File: config.mk
export PLATFORM = sky130hd
export DESIGN_NAME = imm_gen_stage
export DESIGN_NICKNAME = d
export VERILOG_FILES = /design/src/rtl/imm_gen_stage.sv
export SDC_FILE = /design/constraint.sdc
export NUM_CORES = 1
export LEC_CHECK = 0
export ABC_AREA = 1
export ABC_CLOCK_PERIOD_IN_PS = 1700
export BUFFER_PORTS_ARGS = -buffer_cell sky130_fd_sc_hd__buf_2
export CORE_UTILIZATION = 40
export CTS_CLUSTER_DIAMETER = 150
export DETAILED_ROUTE_END_ITERATION = 8
export HOLD_SLACK_MARGIN = 0.06
export PLACE_DENSITY_LB_ADDON = 0.1
export SYNTH_ARGS = -nofsm -noshare
export SYNTH_HDL_FRONTEND = slang
export SYNTH_SLANG_ARGS = --single-unit
export TNS_END_PERCENT = 100
File: constraint.sdc
create_clock -name clk -period 1.7 [get_ports clk]
set_input_delay 0.085 -clock clk [delete_from_list [all_inputs] [get_ports clk]]
set_output_delay 0.085 -clock clk [all_outputs]
set_load 0.01 [all_outputs]
File: src/rtl/imm_gen_stage.sv
// imm_gen_stage: registered RV32I/RV64I immediate-generation stage.
// Decodes the immediate and its format from the incoming instruction,
// flags illegal encodings, and hands results downstream over valid/ready.
// With SKID=1 a 2-entry skid buffer keeps in_ready registered; with SKID=0
// a single output register is used.
module imm_gen_stage #(
  parameter int XLEN         = 32,
  parameter bit SKID         = 1'b1,
  parameter bit ENABLE_ZICSR = 1'b1
) (
  input  logic            clk,
  input  logic            rst,
  input  logic            flush,
  input  logic            in_valid,
  output logic            in_ready,
  input  logic [31:0]     in_instr,
  output logic            out_valid,
  input  logic            out_ready,
  output logic [31:0]     out_instr,
  output logic [XLEN-1:0] out_imm,
  output logic [2:0]      out_fmt,
  output logic            out_illegal
);

  // One buffered entry: instruction, immediate, format, illegal flag.
  localparam int EW = 32 + XLEN + 3 + 1;

  localparam logic [2:0] FMT_R = 3'd0;
  localparam logic [2:0] FMT_I = 3'd1;
  localparam logic [2:0] FMT_S = 3'd2;
  localparam logic [2:0] FMT_B = 3'd3;
  localparam logic [2:0] FMT_U = 3'd4;
  localparam logic [2:0] FMT_J = 3'd5;
  localparam logic [2:0] FMT_Z = 3'd6;

  typedef enum logic [1:0] {
    ST_EMPTY = 2'd0,
    ST_ONE   = 2'd1,
    ST_TWO   = 2'd2
  } state_t;

  logic [6:0]      opcode;
  logic [2:0]      funct3;
  logic            shift_op;
  logic [XLEN-1:0] imm_i, imm_s, imm_b, imm_u, imm_j;
  logic [XLEN-1:0] imm_sh5, imm_sh6, imm_z;
  logic [XLEN-1:0] dec_imm;
  logic [2:0]      dec_fmt;
  logic            dec_illegal;
  logic [EW-1:0]   dec_entry;
  logic [EW-1:0]   main_q, main_d;
  logic            in_xfer, out_xfer;

  assign opcode   = in_instr[6:0];
  assign funct3   = in_instr[14:12];
  // funct3 001 (SLLI) and 101 (SRLI/SRAI) carry a shift amount, not an immediate
  assign shift_op = (funct3[1:0] == 2'b01);

  // Candidate immediates; signed casts sign-extend straight to XLEN
  assign imm_i   = XLEN'($signed(in_instr[31:20]));
  assign imm_s   = XLEN'($signed({in_instr[31:25], in_instr[11:7]}));
  assign imm_b   = XLEN'($signed({in_instr[31], in_instr[7], in_instr[30:25],
                                  in_instr[11:8], 1'b0}));
  assign imm_u   = XLEN'($signed({in_instr[31:12], 12'b0}));
  assign imm_j   = XLEN'($signed({in_instr[31], in_instr[19:12], in_instr[20],
                                  in_instr[30:21], 1'b0}));
  assign imm_sh5 = XLEN'(in_instr[24:20]);
  assign imm_sh6 = XLEN'(in_instr[25:20]);
  assign imm_z   = XLEN'(in_instr[19:15]);

  // Select format and immediate from the opcode; unknown encodings are illegal
  always_comb begin
    dec_imm     = '0;
    dec_fmt     = FMT_R;
    dec_illegal = 1'b0;
    if (in_instr[1:0] != 2'b11) begin
      dec_illegal = 1'b1;
    end else begin
      case (opcode)
        7'b0010011: begin
          dec_fmt = FMT_I;
          if (shift_op) dec_imm = (XLEN == 64) ? imm_sh6 : imm_sh5;
          else          dec_imm = imm_i;
        end
        7'b0000011, 7'b1100111, 7'b0001111: begin
          dec_fmt = FMT_I;
          dec_imm = imm_i;
        end
        7'b0100011: begin
          dec_fmt = FMT_S;
          dec_imm = imm_s;
        end
        7'b1100011: begin
          dec_fmt = FMT_B;
          dec_imm = imm_b;
        end
        7'b1101111: begin
          dec_fmt = FMT_J;
          dec_imm = imm_j;
        end
        7'b0110111, 7'b0010111: begin
          dec_fmt = FMT_U;
          dec_imm = imm_u;
        end
        7'b0110011: begin
          dec_fmt = FMT_R;
        end
        7'b1110011: begin
          if (funct3[2] && ENABLE_ZICSR) begin
            dec_fmt = FMT_Z;
            dec_imm = imm_z;
          end else begin
            dec_fmt = FMT_I;
            dec_imm = imm_i;
          end
        end
        7'b0011011: begin
          // OP-IMM-32 word shifts only ever use a 5-bit shamt
          if (XLEN == 64) begin
            dec_fmt = FMT_I;
            dec_imm = shift_op ? imm_sh5 : imm_i;
          end else begin
            dec_illegal = 1'b1;
          end
        end
        7'b0111011: begin
          if (XLEN != 64) dec_illegal = 1'b1;
        end
        default: dec_illegal = 1'b1;
      endcase
    end
  end

  assign dec_entry = {in_instr, dec_imm, dec_fmt, dec_illegal};
  assign {out_instr, out_imm, out_fmt, out_illegal} = main_q;

  assign in_xfer  = in_valid && in_ready;
  assign out_xfer = out_valid && out_ready;

  generate
    if (SKID) begin : g_skid
      state_t        state_q, state_d;
      logic [EW-1:0] skid_q, skid_d;
      logic          in_ready_q, in_ready_d;

      // Buffer occupancy and entry movement; flush empties the buffer
      always_comb begin
        state_d    = state_q;
        main_d     = main_q;
        skid_d     = skid_q;
        if (flush) begin
          state_d = ST_EMPTY;
        end else begin
          case (state_q)
            ST_EMPTY: begin
              if (in_xfer) begin
                state_d = ST_ONE;
                main_d  = dec_entry;
              end
            end
            ST_ONE: begin
              if (in_xfer && !out_xfer) begin
                state_d = ST_TWO;
                skid_d  = dec_entry;
              end else if (!in_xfer && out_xfer) begin
                state_d = ST_EMPTY;
              end else if (in_xfer && out_xfer) begin
                main_d = dec_entry;
              end
            end
            ST_TWO: begin
              if (out_xfer) begin
                state_d = ST_ONE;
                main_d  = skid_q;
              end
            end
            default: state_d = ST_EMPTY;
          endcase
        end
        in_ready_d = (state_d != ST_TWO);
      end

      // State, entry and registered-ready flops
      always_ff @(posedge clk) begin
        if (rst) begin
          state_q    <= ST_EMPTY;
          main_q     <= '0;
          skid_q     <= '0;
          in_ready_q <= 1'b1;
        end else begin
          state_q    <= state_d;
          main_q     <= main_d;
          skid_q     <= skid_d;
          in_ready_q <= in_ready_d;
        end
      end

      // The ready flop already holds 1 during reset; gating keeps it low until release
      assign in_ready  = in_ready_q && !rst;
      assign out_valid = (state_q != ST_EMPTY);
    end else begin : g_single
      logic valid_q, valid_d;

      // Single register: load on accept, drain on output, drop on flush
      always_comb begin
        valid_d = valid_q;
        main_d  = main_q;
        if (flush) begin
          valid_d = 1'b0;
        end else if (in_xfer) begin
          valid_d = 1'b1;
          main_d  = dec_entry;
        end else if (out_xfer) begin
          valid_d = 1'b0;
        end
      end

      // Valid and entry flops
      always_ff @(posedge clk) begin
        if (rst) begin
          valid_q <= 1'b0;
          main_q  <= '0;
        end else begin
          valid_q <= valid_d;
          main_q  <= main_d;
        end
      end

      assign in_ready  = (!valid_q || out_ready) && !rst;
      assign out_valid = valid_q;
    end
  endgenerate

endmodule

# ---- After elaboration in Yosys (flattened, before gate mapping)
# Index checks and enable logic that the tools add are counted.
dict set report word_totals {
  romBits 0
  input_bits 37
  ram_bits 0
  n_memories 0
  latchBits 0
  elab_cells 65
  out_inout_bits 70
  ff_bits 139
}
dict set report op_classes {
  bitwise_logic 1
  addsub 0
  n_eq_ne 21
  reduce_logical 18
  order_cmp 0
  muxes 21
  n_shift 0
  div_mod_pow 0
  mul 0
}
# operator count
set op_table {}
lappend op_table {{68-bit two-way mux} 5}
lappend op_table {{32-bit case mux with 7 select lines} 1}
lappend op_table {{68-bit case mux with 3 select lines} 1}
lappend op_table {{32-bit two-way mux} 3}
lappend op_table {{7-bit equality test (second input constant)} 4}
lappend op_table {{7-bit by 6-bit equality test with 1-bit output (second input constant)} 3}
lappend op_table {{3-bit case mux with 6 select lines} 1}
lappend op_table {{7-bit by 5-bit equality test with 1-bit output (second input constant)} 2}
lappend op_table {{2-bit inequality test (second input constant)} 7}
lappend op_table {{11-bit OR reduction} 1}
lappend op_table {{2-bit two-way mux} 5}
lappend op_table {{7-bit by 2-bit equality test with 1-bit output (second input constant)} 1}
lappend op_table {{7-bit by 4-bit equality test with 1-bit output (second input constant)} 1}
lappend op_table {{7-bit AND reduction} 1}
lappend op_table {{1-bit logical AND} 6}
lappend op_table {{3-bit two-way mux} 2}
lappend op_table {{2-bit case mux with 3 select lines} 1}
lappend op_table {{2-bit by 1-bit equality test with 1-bit output (second input constant)} 2}
lappend op_table {{4-bit OR reduction} 1}
lappend op_table {{1-bit zero test} 3}
lappend op_table {{3-bit AND reduction} 1}
lappend op_table {{3-bit nonzero test} 1}
lappend op_table {{3-bit OR reduction} 1}
lappend op_table {{2-bit equality test (second input constant)} 1}
lappend op_table {{other kinds (5)} 6}

# ---- Logic depth before layout (Yosys ltp)
# Gate-level depths: netlist of run 1.
dict set report depth {
  word_depth 10
  depth_mapped 13
  depth_no_buf 11
}

# ---- Least setup slack after synthesis of run 1
# OpenSTA, ideal clock, no wires.
dict set report synth_timing {
  path_type {register to register}
  start {reg g_skid.in_ready_q}
  end {reg main_q[51]}
  required_time_ps 1564
  synth_period_minus_slack_ps 1573
  n_path_buf 2
  setup_ps 136
  stages_incl_launch_ff 10
  setup_slack_ps 127
  arrival_ps 1436
  path_cell_list {dfxtp_1 > inv_1 > nor2_1 > nand2_1 > nand2_1 > inv_2 > nor3_2 > buf_4 > clkbuf_1 > a31oi_1}
}
dict set report synth_between {
  elab_chain_len 6
  word_cells_on_any_way 11
  classes_between {eq/ne: 4; reduce/logical: 7}
}
# item line
set synth_rtl {}
lappend synth_rtl {{start: declaration} 144} ;# logic in_ready_q, in_ready_d;
lappend synth_rtl {{start signal: assignment} 194} ;# in_ready_q <= in_ready_d;
lappend synth_rtl {{1-bit logical AND (*)} 199} ;# assign in_ready = in_ready_q && !rst;
lappend synth_rtl {{net in_ready} 15} ;# output logic in_ready,
lappend synth_rtl {{1-bit logical AND (*)} 137} ;# assign in_xfer = in_valid && in_ready;
lappend synth_rtl {{1-bit zero test} 165} ;# end else if (!in_xfer && out_xfer) begin
lappend synth_rtl {{1-bit logical AND} 165}
lappend synth_rtl {{2-bit inequality test (no source line)} -}
lappend synth_rtl {{7-bit AND reduction (no source line) (*)} -}
lappend synth_rtl {{end signal: assignment} 192} ;# main_q <= main_d;
lappend synth_rtl {{end: declaration} 51} ;# logic [EW-1:0] main_q, main_d;
# Mark *: on every way through the listed nets, which the timed path passes. The rest lies on a longest branch.
# A chain may end at the register's enable or synchronous reset.

# ---- Final worst setup path of run 1
dict set report layout_timing {
  start {in in_instr[2]}
  end {reg main_q[35]}
}
dict set report layout_between {
  elab_chain_len 8
  word_cells_on_any_way 19
  classes_between {eq/ne: 10; mux: 7; reduce/logical: 2}
}
# item line
set layout_rtl {}
lappend layout_rtl {{start: declaration} 16} ;# input logic [31:0] in_instr,
lappend layout_rtl {{7-bit by 2-bit equality test with 1-bit output (tied with other cells)} 79} ;# case (opcode)
lappend layout_rtl {{3-bit OR reduction or 2-bit OR reduction (tied branches)} -}
lappend layout_rtl {{32-bit case mux with 7 select lines (*)} 79}
lappend layout_rtl {{32-bit two-way mux (*)} 76} ;# if (in_instr[1:0] != 2'b11) begin
lappend layout_rtl {{68-bit two-way mux} 167} ;# end else if (in_xfer && out_xfer) begin
lappend layout_rtl {{68-bit two-way mux} 165}
lappend layout_rtl {{68-bit two-way mux} 162} ;# if (in_xfer && !out_xfer) begin
lappend layout_rtl {{68-bit case mux with 3 select lines (*)} 154} ;# case (state_q)
# Every way passes the cells marked *; elsewhere a longest branch is shown, timed or not. The select of a mux whose other input is x is not followed.

==> results of run 1 <==
==> power groups by stage <==
stage,sequential [uW],clock (uW),combinational [uW]
2_1_floorplan,3500,0,320
3_3_place_gp,3470,0,639
3_5_place_dp,3470,0,643
4_1_cts,3400,3990,706
5_1_grt,3410,4130,839
6_report,3400,3930,763
==> kinds of logic after synthesis <==
family                 count (synthesis)  share of synthesized area
AO/OA/AOI/OAI                        294                      0.249
buffers and inverters                145                     0.0999
AND/OR/NAND/NOR                      314                      0.222
flip-flops                           139                      0.429
==> sequential cells by signal (all words and copies together) (netlist names) <==
register           cells
main_q                68
g_skid.in_ready_q      1
g_skid.state_q         2
g_skid.skid_q         68
==> per-stage QoR <==
stage                     area [sq um]  hold WS [ns]  power, uW  setup WS (ns)
final                             8780        0.0822       8090         0.0701
after CTS                         8340        0.0742       8090        0.00292
after floorplan                   6480         0.176       3820          0.127
after global routing              8780         0.107       8380        -0.0330
after global placement            7380         0.353       4110         0.0767
after detailed placement          7380         0.351       4110         0.0175
==> path summary, 6_finish.rpt <==
kind	end	slack [ns]	cells after the start
hold / removal	g_skid.state_q[0]$_SDFF_PP0_	0.08	6
setup reg to reg	main_q[52]$_SDFFE_PP0P_	0.07	10
hold reg to reg	g_skid.skid_q[63]$_SDFFE_PP0P_	0.44	2
setup / recovery	main_q[35]$_SDFFE_PP0P_	0.07	14
==> layout by cell type (no fill, tap or decap), types with 3 or more instances in the layout <==
cell type / count
buf_2: 104
clkbuf_16: 24
a21oi_2: 22
dfxtp_1: 138
nand2_8: 3
dlygate4sd3_1: 34
a31oi_1: 34
nor2_1: 84
inv_1: 73
clkinvlp_4: 3
nand2_1: 141
nand2_2: 25
buf_4: 22
buf_6: 5
a21oi_1: 89
o21ai_1: 23
clkinv_2: 4
o21ai_0: 122
nor2_4: 8
nand4_1: 4
buf_12: 14
nand3_1: 21
inv_2: 7
nor2_2: 10
nand2_4: 12
bufinv_16: 4
==> final cells by class <==
| type | count | area [sq um] |
|---|---|---|
| Fill cell | 1512 | 7050 |
| Clock inverter | 12 | 171 |
| Timing Repair Buffer | 187 | 1550 |
| Multi-Input combinational cell | 611 | 3240 |
| Clock buffer | 20 | 447 |
| Inverter | 83 | 322 |
| Tap cell | 216 | 270 |
| Sequential cell | 139 | 2780 |
==> metal layers <==
metal,routed length [um],GRT usage,part of all wire,up-vias
met5,0,0,0,-
met4,298,0.0817,0.015,0
met3,1010,0.0508,0.051,29
met2,9400,0.386,0.47,166
met1,9080,0.293,0.46,3011
li1,-,-,-,3242
==> repair_timing <==
action | 4_1_cts | 5_1_grt
setup endpoints to repair | 0 | 125
resized for setup | 0 | 51
hold endpoints to repair | 80 | 0
hold buffers | 34 | 0
setup buffers | 0 | 4
==> worst max-delay path: stages <==
cell	delay [ns]
dlygate4sd3_1	0.53
buf_2	0.15
inv_1	0.08
nand2_2	0.06
nor2_4	0.16
buf_4	0.14
nand3_1	0.06
nand2_1	0.10
inv_2	0.08
nand2_8	0.12
nand2_4	0.12
nand2_2	0.10
nand2_1	0.06
a21oi_2	0.12
==> impl_metrics.tcl, run 1 <==
set metrics [dict create \
    status "finished clean" \
    ys_top_cells_by_count "nand2_1 (146), dfxtp_1 (139), o21ai_0 (125)" \
    relSlewSlack 0.722 \
    nets 1076 \
    die_y_um 129 \
    die_x_um 129 \
    grt_pass1_wl_um 29900 \
    numClockSinks 139 \
    clockBufferDepth 2 \
    required_ns 2.06 \
    synth_edf_count 0 \
    cp.arrival_ns 1.99 \
    p_clk_frac 0.486 \
    async_flop_share 0 \
    post-route-min-period_ns 1.63 \
    synth_largest_area_cell "dfxtp_1" \
    finalSetupViolCount 0 \
    cts_root_buffer "clkbuf_16" \
    p_int_uw 6150 \
    via_count 6448 \
    final_cells 1268 \
    sw_frac_of_total 0.240 \
    rows 46 \
    drc_errors 0 \
    area_growth_pct 35.4 \
    drtIter0Drc 340 \
    syn_nets 929 \
    grt_max_degree 62 \
    coreArea_sq_mm 0.0158 \
    timing.rr.start "g_skid.in_ready_q$_SDFF_PP1_" \
    seqPwrFrac 0.420 \
    synth_cells 892 \
    dpl.cell_count 1188 \
    clk_pin_slew_ns 0.06 \
    hold_class "in2reg" \
    cp-startpoint "in_instr[2]" \
    synth.avg_cell_area_sq_um 7.27 \
    drive_above_1_share 0.270 \
    drt_pass1_iterations 5 \
    fmax_mhz 614 \
    dp_hpwl_um 12300 \
    avgViaCountPerCell 5.09 \
    synth_seq_cells 139 \
    irDropWorstVdd_v 0.000707 \
    pin_count 107 \
    post_drt_wl_per_cell_um 15.6 \
    start_util 0.410 \
    cp-start-kind "input pin" \
    cp-end-kind "register" \
    synthTopCellsByArea "dfxtp_1 (43%), o21ai_0 (9.6%), nand2_1 (8.5%)" \
    tightest_slew_ns 0.417 \
    netlist_area_sq_mm 0.00648 \
    p_per_area_mw_per_mm2 922 \
    cts_tree "done" \
    port_buffers 106 \
    p_leak_uw 0.00415 \
    gr-usage-all-layers 0.231 \
    clkLatencyLatePin_ns 0.43 \
    synth_top_area_share 0.429 \
    post-route-period-util 0.959 \
    grt_setup_unrepaired "yes" \
    yosys_most_used_dff "dfxtp_1" \
    switchingPower_uw 1940 \
    utilization 0.555 \
    skew_ns 0.00522 \
    final_antenna_net_count 0 \
    antenna_found_initial 0 \
    yosysWarnings 0 \
    cts-buffers-inserted 17 \
    ys_seq_area_frac 0.429 \
    yosysMostFrequentCell "nand2_1" \
    diodes 0 \
    htree_levels 4 \
    worstPathMaxFanout 5 \
    grt_pass1_vias 5885 \
    min_from "in_valid" \
    slew_viol_final 0 \
    fin_setup_tns_ns 0 \
    routed_wl_um 19800 \
    hold_viol 0 \
    path_class "in2reg" \
    synth_cell_type_count 29 \
    p_comb_frac 0.094 \
    grt_overflow_total 0 \
    gp_congestion 0.778 \
    dieArea_sq_mm 0.0167 \
    drv_cap 0 \
]
Power figures use the tool's default switching activity.
==> run 2: changes to the inputs <==
Settings changed: CELL_PAD_IN_SITES_DETAIL_PLACEMENT set to 2, CELL_PAD_IN_SITES_GLOBAL_PLACEMENT set to 2, CORE_UTILIZATION 40 to 32, SKIP_LAST_GASP set to 1, SLEW_MARGIN set to 20.
==> impl_metrics.tcl, run 2 (synthesis results as in run 1) <==
set metrics [dict create \
    drc_errors 0 \
    diodes 0 \
    multi_input_area_sq_mm 0.00335 \
    mostFrequentLayoutCells "nand2_1 (144), dfxtp_1 (138), o21ai_0 (123), buf_2 (106), nor2_1 (93)" \
    grt_pass1_wl_um 39800 \
    dp_hpwl_um 15800 \
    clkLatencyLatePin_ns 0.42 \
    required_ns 1.99 \
    clockBufferDepth 2 \
    cp.arrival_ns 2.05 \
    drv_cap 0 \
    dpl.cell_count 1230 \
    crit_path_max_incr_delay_ns 0.30 \
    start_util 0.330 \
    drtIter0Drc 199 \
    final_antenna_net_count 0 \
    finalPower_uw 8150 \
    hold_viol 0 \
    critPathTopFamily "buffers and inverters" \
    nets 1068 \
    drive_above_1_share 0.284 \
    hold_class "in2reg" \
    routed_wl_um 27600 \
    worstPathMaxFanout 7 \
    min_from "in_instr[3]" \
    p_leak_uw 0.00410 \
    ff2ff_setup_slack_ns -0.05 \
    drt_pass1_iterations 4 \
    tightest_slew_ns 0.603 \
    status "finished, violations left" \
    irDropWorstVdd_v 0.000661 \
    coreArea_sq_mm 0.0197 \
    finalSetupViolCount 2 \
    post-route-min-period_ns 1.75 \
    reg2reg_to "main_q[32]$_SDFFE_PP0P_" \
    grt_setup_unrepaired "yes" \
    port_buffers 106 \
    mostFrequentLayoutCell "nand2_1" \
    seqCellArea_sq_mm 0.00278 \
    cp-start-kind "register" \
    area_growth_pct 37.0 \
    dieArea_sq_mm 0.0208 \
    numClockSinks 139 \
    cp.buffers_inverters 5 \
    antenna_found_initial 0 \
    path_class "reg2reg" \
    p_int_uw 6120 \
    grt_max_degree 66 \
    ff2ff_path_depth 11 \
    sw_frac_of_total 0.249 \
    violations "setup timing" \
    skew_ns 0.00650 \
    final_cells 1309 \
    p_clk_frac 0.476 \
    gr-usage-all-layers 0.252 \
    p_per_area_mw_per_mm2 917 \
    gp_congestion 0.802 \
    p_comb_frac 0.106 \
    grt_overflow_total 0 \
    die_x_um 144 \
    avgViaCountPerCell 5.26 \
    rows 51 \
    hold_depth 4 \
    cp-end-kind "register" \
    switchingPower_uw 2030 \
    crit_chain "inv_1 > nor2_2 > nand2_2 > nand2_2 > inv_2 > nor3_4 > buf_12 > inv_6 > buf_12 > a21oi_2 > a21oi_2" \
    cp.depth 11 \
    clk_pin_slew_ns 0.06 \
    pin_count 107 \
    cts_tree "done" \
    post_drt_wl_per_cell_um 21.1 \
    seqPwrFrac 0.418 \
    fmax_mhz 571 \
    fin_setup_tns_ns -0.0578 \
    slew_viol_final 0 \
    hold_end "main_q[39]$_SDFFE_PP0P_" \
    relSlewSlack 0.598 \
    via_count 6883 \
    nFillCells 2292 \
    timing.rr.start "g_skid.in_ready_q$_SDFF_PP1_" \
    hold_slack_ns 0.0751 \
    cts-buffers-inserted 17 \
    grt_pass1_vias 7437 \
    htree_levels 4 \
    worst_slack_ns -0.0509 \
    top_regs "g_skid.skid_q (68), main_q (68), g_skid.state_q (2)" \
    cts_root_buffer "clkbuf_16" \
    slowest_stage "dfxtp_1" \
    post-route-period-util 1.03 \
    die_y_um 144 \
]
==> run 2: cell count changes in the layout (fill, tap and decap cells not counted), sizes merged <==
cell,delta
clkinv,-2
bufbuf,+1
clkbuf,+3
clkinvlp,-2
nand2,-3
buf,-3
bufinv,-1
dlygate4sd3,-1
==> run 2: worst max-delay path by stage <==
stage	start	end	slack, ns
floorplan	g_skid.in_ready_q$_SDFF_PP1_	main_q[51]$_SDFFE_PP0P_	0.13
global placement	g_skid.state_q[0]$_SDFF_PP0_	main_q[7]$_SDFFE_PP0P_	-0.01
detailed placement	g_skid.state_q[0]$_SDFF_PP0_	main_q[7]$_SDFFE_PP0P_	-0.17
CTS	g_skid.in_ready_q$_SDFF_PP1_	main_q[7]$_SDFFE_PP0P_	-0.04
global route	g_skid.in_ready_q$_SDFF_PP1_	main_q[32]$_SDFFE_PP0P_	-0.13
finish	g_skid.in_ready_q$_SDFF_PP1_	main_q[32]$_SDFFE_PP0P_	-0.05
==> run 2: power groups by stage <==
stage / clock, uW / sequential [uW] / combinational, uW
floorplan: 0 / 3500 / 320
global placement: 0 / 3470 / 645
detailed placement: 0 / 3470 / 672
CTS: 3920 / 3400 / 762
global route: 4060 / 3410 / 929
finish: 3880 / 3400 / 865
==> run 2: worst reg2reg max path, stage by stage, from the launching register on <==
cell and delay [ns]:
dfxtp_1 0.30, inv_1 0.04, nor2_2 0.11, nand2_2 0.09, nand2_2 0.09, inv_2 0.05
nor3_4 0.21, buf_12 0.21, inv_6 0.09, buf_12 0.16, a21oi_2 0.17, a21oi_2 0.10
==> run 2: per-stage QoR <==
step	setup WS [ns]	instance area [sq um]	utilization
2_1_floorplan	0.127	6480	-
3_3_place_gp	-0.0129	7330	0.373
3_5_place_dp	-0.169	7330	0.373
4_1_cts	-0.0429	8380	0.426
5_1_grt	-0.125	8890	0.452
6_report	-0.0509	8890	0.452
==> run 2: layout make-up <==
type,count,share of cell area
clock buffers,25,0.0546
clock inverters,7,0.0127
repair buffers,182,0.169
well taps,265,0.0373
flip-flops and latches,139,0.313
multi-input cells,608,0.377
inverters,83,0.0362
==> run 2: timing repair <==
action | in CTS | in global routing
gates cloned | 2 | 9
setup endpoints to repair | 82 | 132
buffers inserted | 1 | 2
hold endpoints to repair | 64 | 0
resized for setup | 14 | 64
hold buffers | 33 | 0
pin swaps | 1 | 2
==> run 2: metal layers <==
layer | wire (um) | global-route usage | vias up
li1 | - | - | 3207
met1 | 11900 | 0.292 | 3533
met2 | 14500 | 0.475 | 116
met3 | 782 | 0.0407 | 27
met4 | 394 | 0.0643 | 0
met5 | 0 | 0 | -
==> run 3: changes to the inputs <==
Settings changed: CORE_MARGIN set to 4.
==> impl_metrics.tcl, run 3 (synthesis results as in run 1) <==
set metrics [dict create \
    mostFrequentLayoutCell "nand2_1" \
    relSlewSlack 0.759 \
    numClockSinks 139 \
    cts_root_buffer "clkbuf_16" \
    die_x_um 150 \
    antenna_found_initial 0 \
    coreArea_sq_mm 0.0197 \
    final_cells 1316 \
    nets 1075 \
    avgViaCountPerCell 5.07 \
    htree_levels 4 \
    drive_above_1_share 0.285 \
    grt_max_degree 68 \
    clk_pin_slew_ns 0.06 \
    cts-buffers-inserted 17 \
    required_ns 2.01 \
    hold_viol 0 \
    crit_chain "inv_2 > nor2_4 > nand2_2 > nand2_2 > inv_2 > nor3_4 > buf_6 > inv_2 > buf_12 > a21oi_1 > a21oi_2" \
    p_clk_frac 0.485 \
    pin_count 107 \
    gr-usage-all-layers 0.220 \
    clockBufferDepth 2 \
    p_int_uw 6170 \
    die_y_um 150 \
    grt_setup_unrepaired "yes" \
    tightest_slew_ns 0.362 \
    p_leak_uw 0.00412 \
    post-route-min-period_ns 1.69 \
    rows 51 \
    p_per_area_mw_per_mm2 926 \
    dp_slack_ns -0.103 \
    gp_congestion 0.762 \
    mostFrequentLayoutCells "nand2_1 (144), dfxtp_1 (137), o21ai_0 (115), buf_2 (106), nor2_1 (93)" \
    dpl.cell_count 1234 \
    port_buffers 106 \
    dieArea_sq_mm 0.0226 \
    dp_hpwl_um 15300 \
    irDropWorstVdd_v 0.000660 \
    cp-end-kind "register" \
    grt_overflow_total 0 \
    cp.arrival_ns 2.00 \
    skew_ns 0.00974 \
    crit_top_cell "inv_2" \
    utilization 0.449 \
    worst_slack_ns 0.00796 \
    post_drt_wl_per_cell_um 19.6 \
    final_antenna_net_count 0 \
    drc_errors 0 \
    drt_pass1_iterations 4 \
    cp-start-kind "register" \
    p_comb_frac 0.100 \
    clkLatencyLatePin_ns 0.43 \
    worstPathMaxFanout 36 \
    multi_input_area_sq_mm 0.00321 \
    start_util 0.329 \
    sw_frac_of_total 0.247 \
    switchingPower_uw 2030 \
    finalSetupViolCount 0 \
    via_count 6675 \
    crit_path_max_incr_delay_ns 0.32 \
    diodes 0 \
    seqCellArea_sq_mm 0.00279 \
    cts_tree "done" \
    hold_class "in2reg" \
    critPathTopFamily "buffers and inverters" \
    grt_pass1_vias 7109 \
    status "finished clean" \
    fmax_mhz 591 \
    routed_wl_um 25800 \
    area_growth_pct 36.6 \
    nFillCells 2228 \
    slowest_stage "dfxtp_2" \
    drtIter0Drc 300 \
    seqPwrFrac 0.415 \
    drv_cap 0 \
    grt_pass1_wl_um 39000 \
    post-route-period-util 0.995 \
    path_class "reg2reg" \
    top_regs "g_skid.skid_q (68), main_q (68), g_skid.state_q (2)" \
    cp.buffers_inverters 5 \
    slew_viol_final 0 \
]
-- run 3: cell types whose count changed in the layout (fill, tap and decap cells not counted), moves of 5 or more --
cell / previous run / this run
a21oi_1: 55 / 66
a21oi_4: 18 / 2
a21oi_2: 40 / 45
o21ai_0: 123 / 115
buf_12: 9 / 15
-- run 3: per-stage QoR --
step / TNS [ns] / hold slack [ns] / power [uW] / instance area, sq um
after floorplan: 0 / 0.176 / 3820 / 6480
after global placement: 0 / 0.371 / 4130 / 7420
after detailed placement: -0.818 / 0.366 / 4150 / 7420
after CTS: -0.138 / 0.0640 / 8210 / 8450
after global routing: -1.78 / 0.0914 / 8540 / 8860
final: 0 / 0.0822 / 8200 / 8860
-- run 3: path summary, 6_finish.rpt --
path	endpoint	from	depth (start not counted)	slack (ns)
hold reg to reg	g_skid.skid_q[63]$_SDFFE_PP0P_	g_skid.skid_q[63]$_SDFFE_PP0P_	2	0.44
hold / removal	main_q[39]$_SDFFE_PP0P_	in_instr[3]	4	0.08
setup reg to reg	main_q[16]$_SDFFE_PP0P_	g_skid.in_ready_q$_SDFF_PP1_	11	0.008
setup / recovery	main_q[16]$_SDFFE_PP0P_	g_skid.in_ready_q$_SDFF_PP1_	11	0.008
-- run 3: worst reg2reg max path, stage by stage (launching register included) --
cell and delay [ns]:
dfxtp_2 0.32, inv_2 0.04, nor2_4 0.10, nand2_2 0.09
nand2_2 0.09, inv_2 0.05, nor3_4 0.17, buf_6 0.16
inv_2 0.05, buf_12 0.19, a21oi_1 0.23, a21oi_2 0.09
-- run 3: cell type report --
| cell class | instances | area share |
|---|---|---|
| Clock inverter | 11 | 0.0191 |
| Multi-Input combinational cell | 608 | 0.363 |
| Tap cell | 265 | 0.0374 |
| Clock buffer | 21 | 0.0509 |
| Timing Repair Buffer | 189 | 0.179 |
| Sequential cell | 139 | 0.315 |
| Inverter | 83 | 0.0366 |
-- run 3: per-layer routing --
layer  wire length (um)  track usage
met1              11400        0.273
met3                689       0.0334
met5                  0            0
met2              13500        0.400
met4                296       0.0480
-- run 3: power by group through the flow --
stage          combinational (uW)  clock [uW]  sequential, uW
2_1_floorplan                 320           0            3500
3_3_place_gp                  665           0            3470
3_5_place_dp                  677           0            3470
5_1_grt                       900        4240            3410
6_report                      821        3980            3400
4_1_cts                       751        4060            3400
-- run 3: what timing repair did --
item,CTS,global route
hold buffers,33,0
resized for setup,8,60
buffers inserted,3,5
endpoints found under the hold margin,65,0
pin swaps,3,6
gates cloned,1,9
endpoints found under the setup margin,76,132
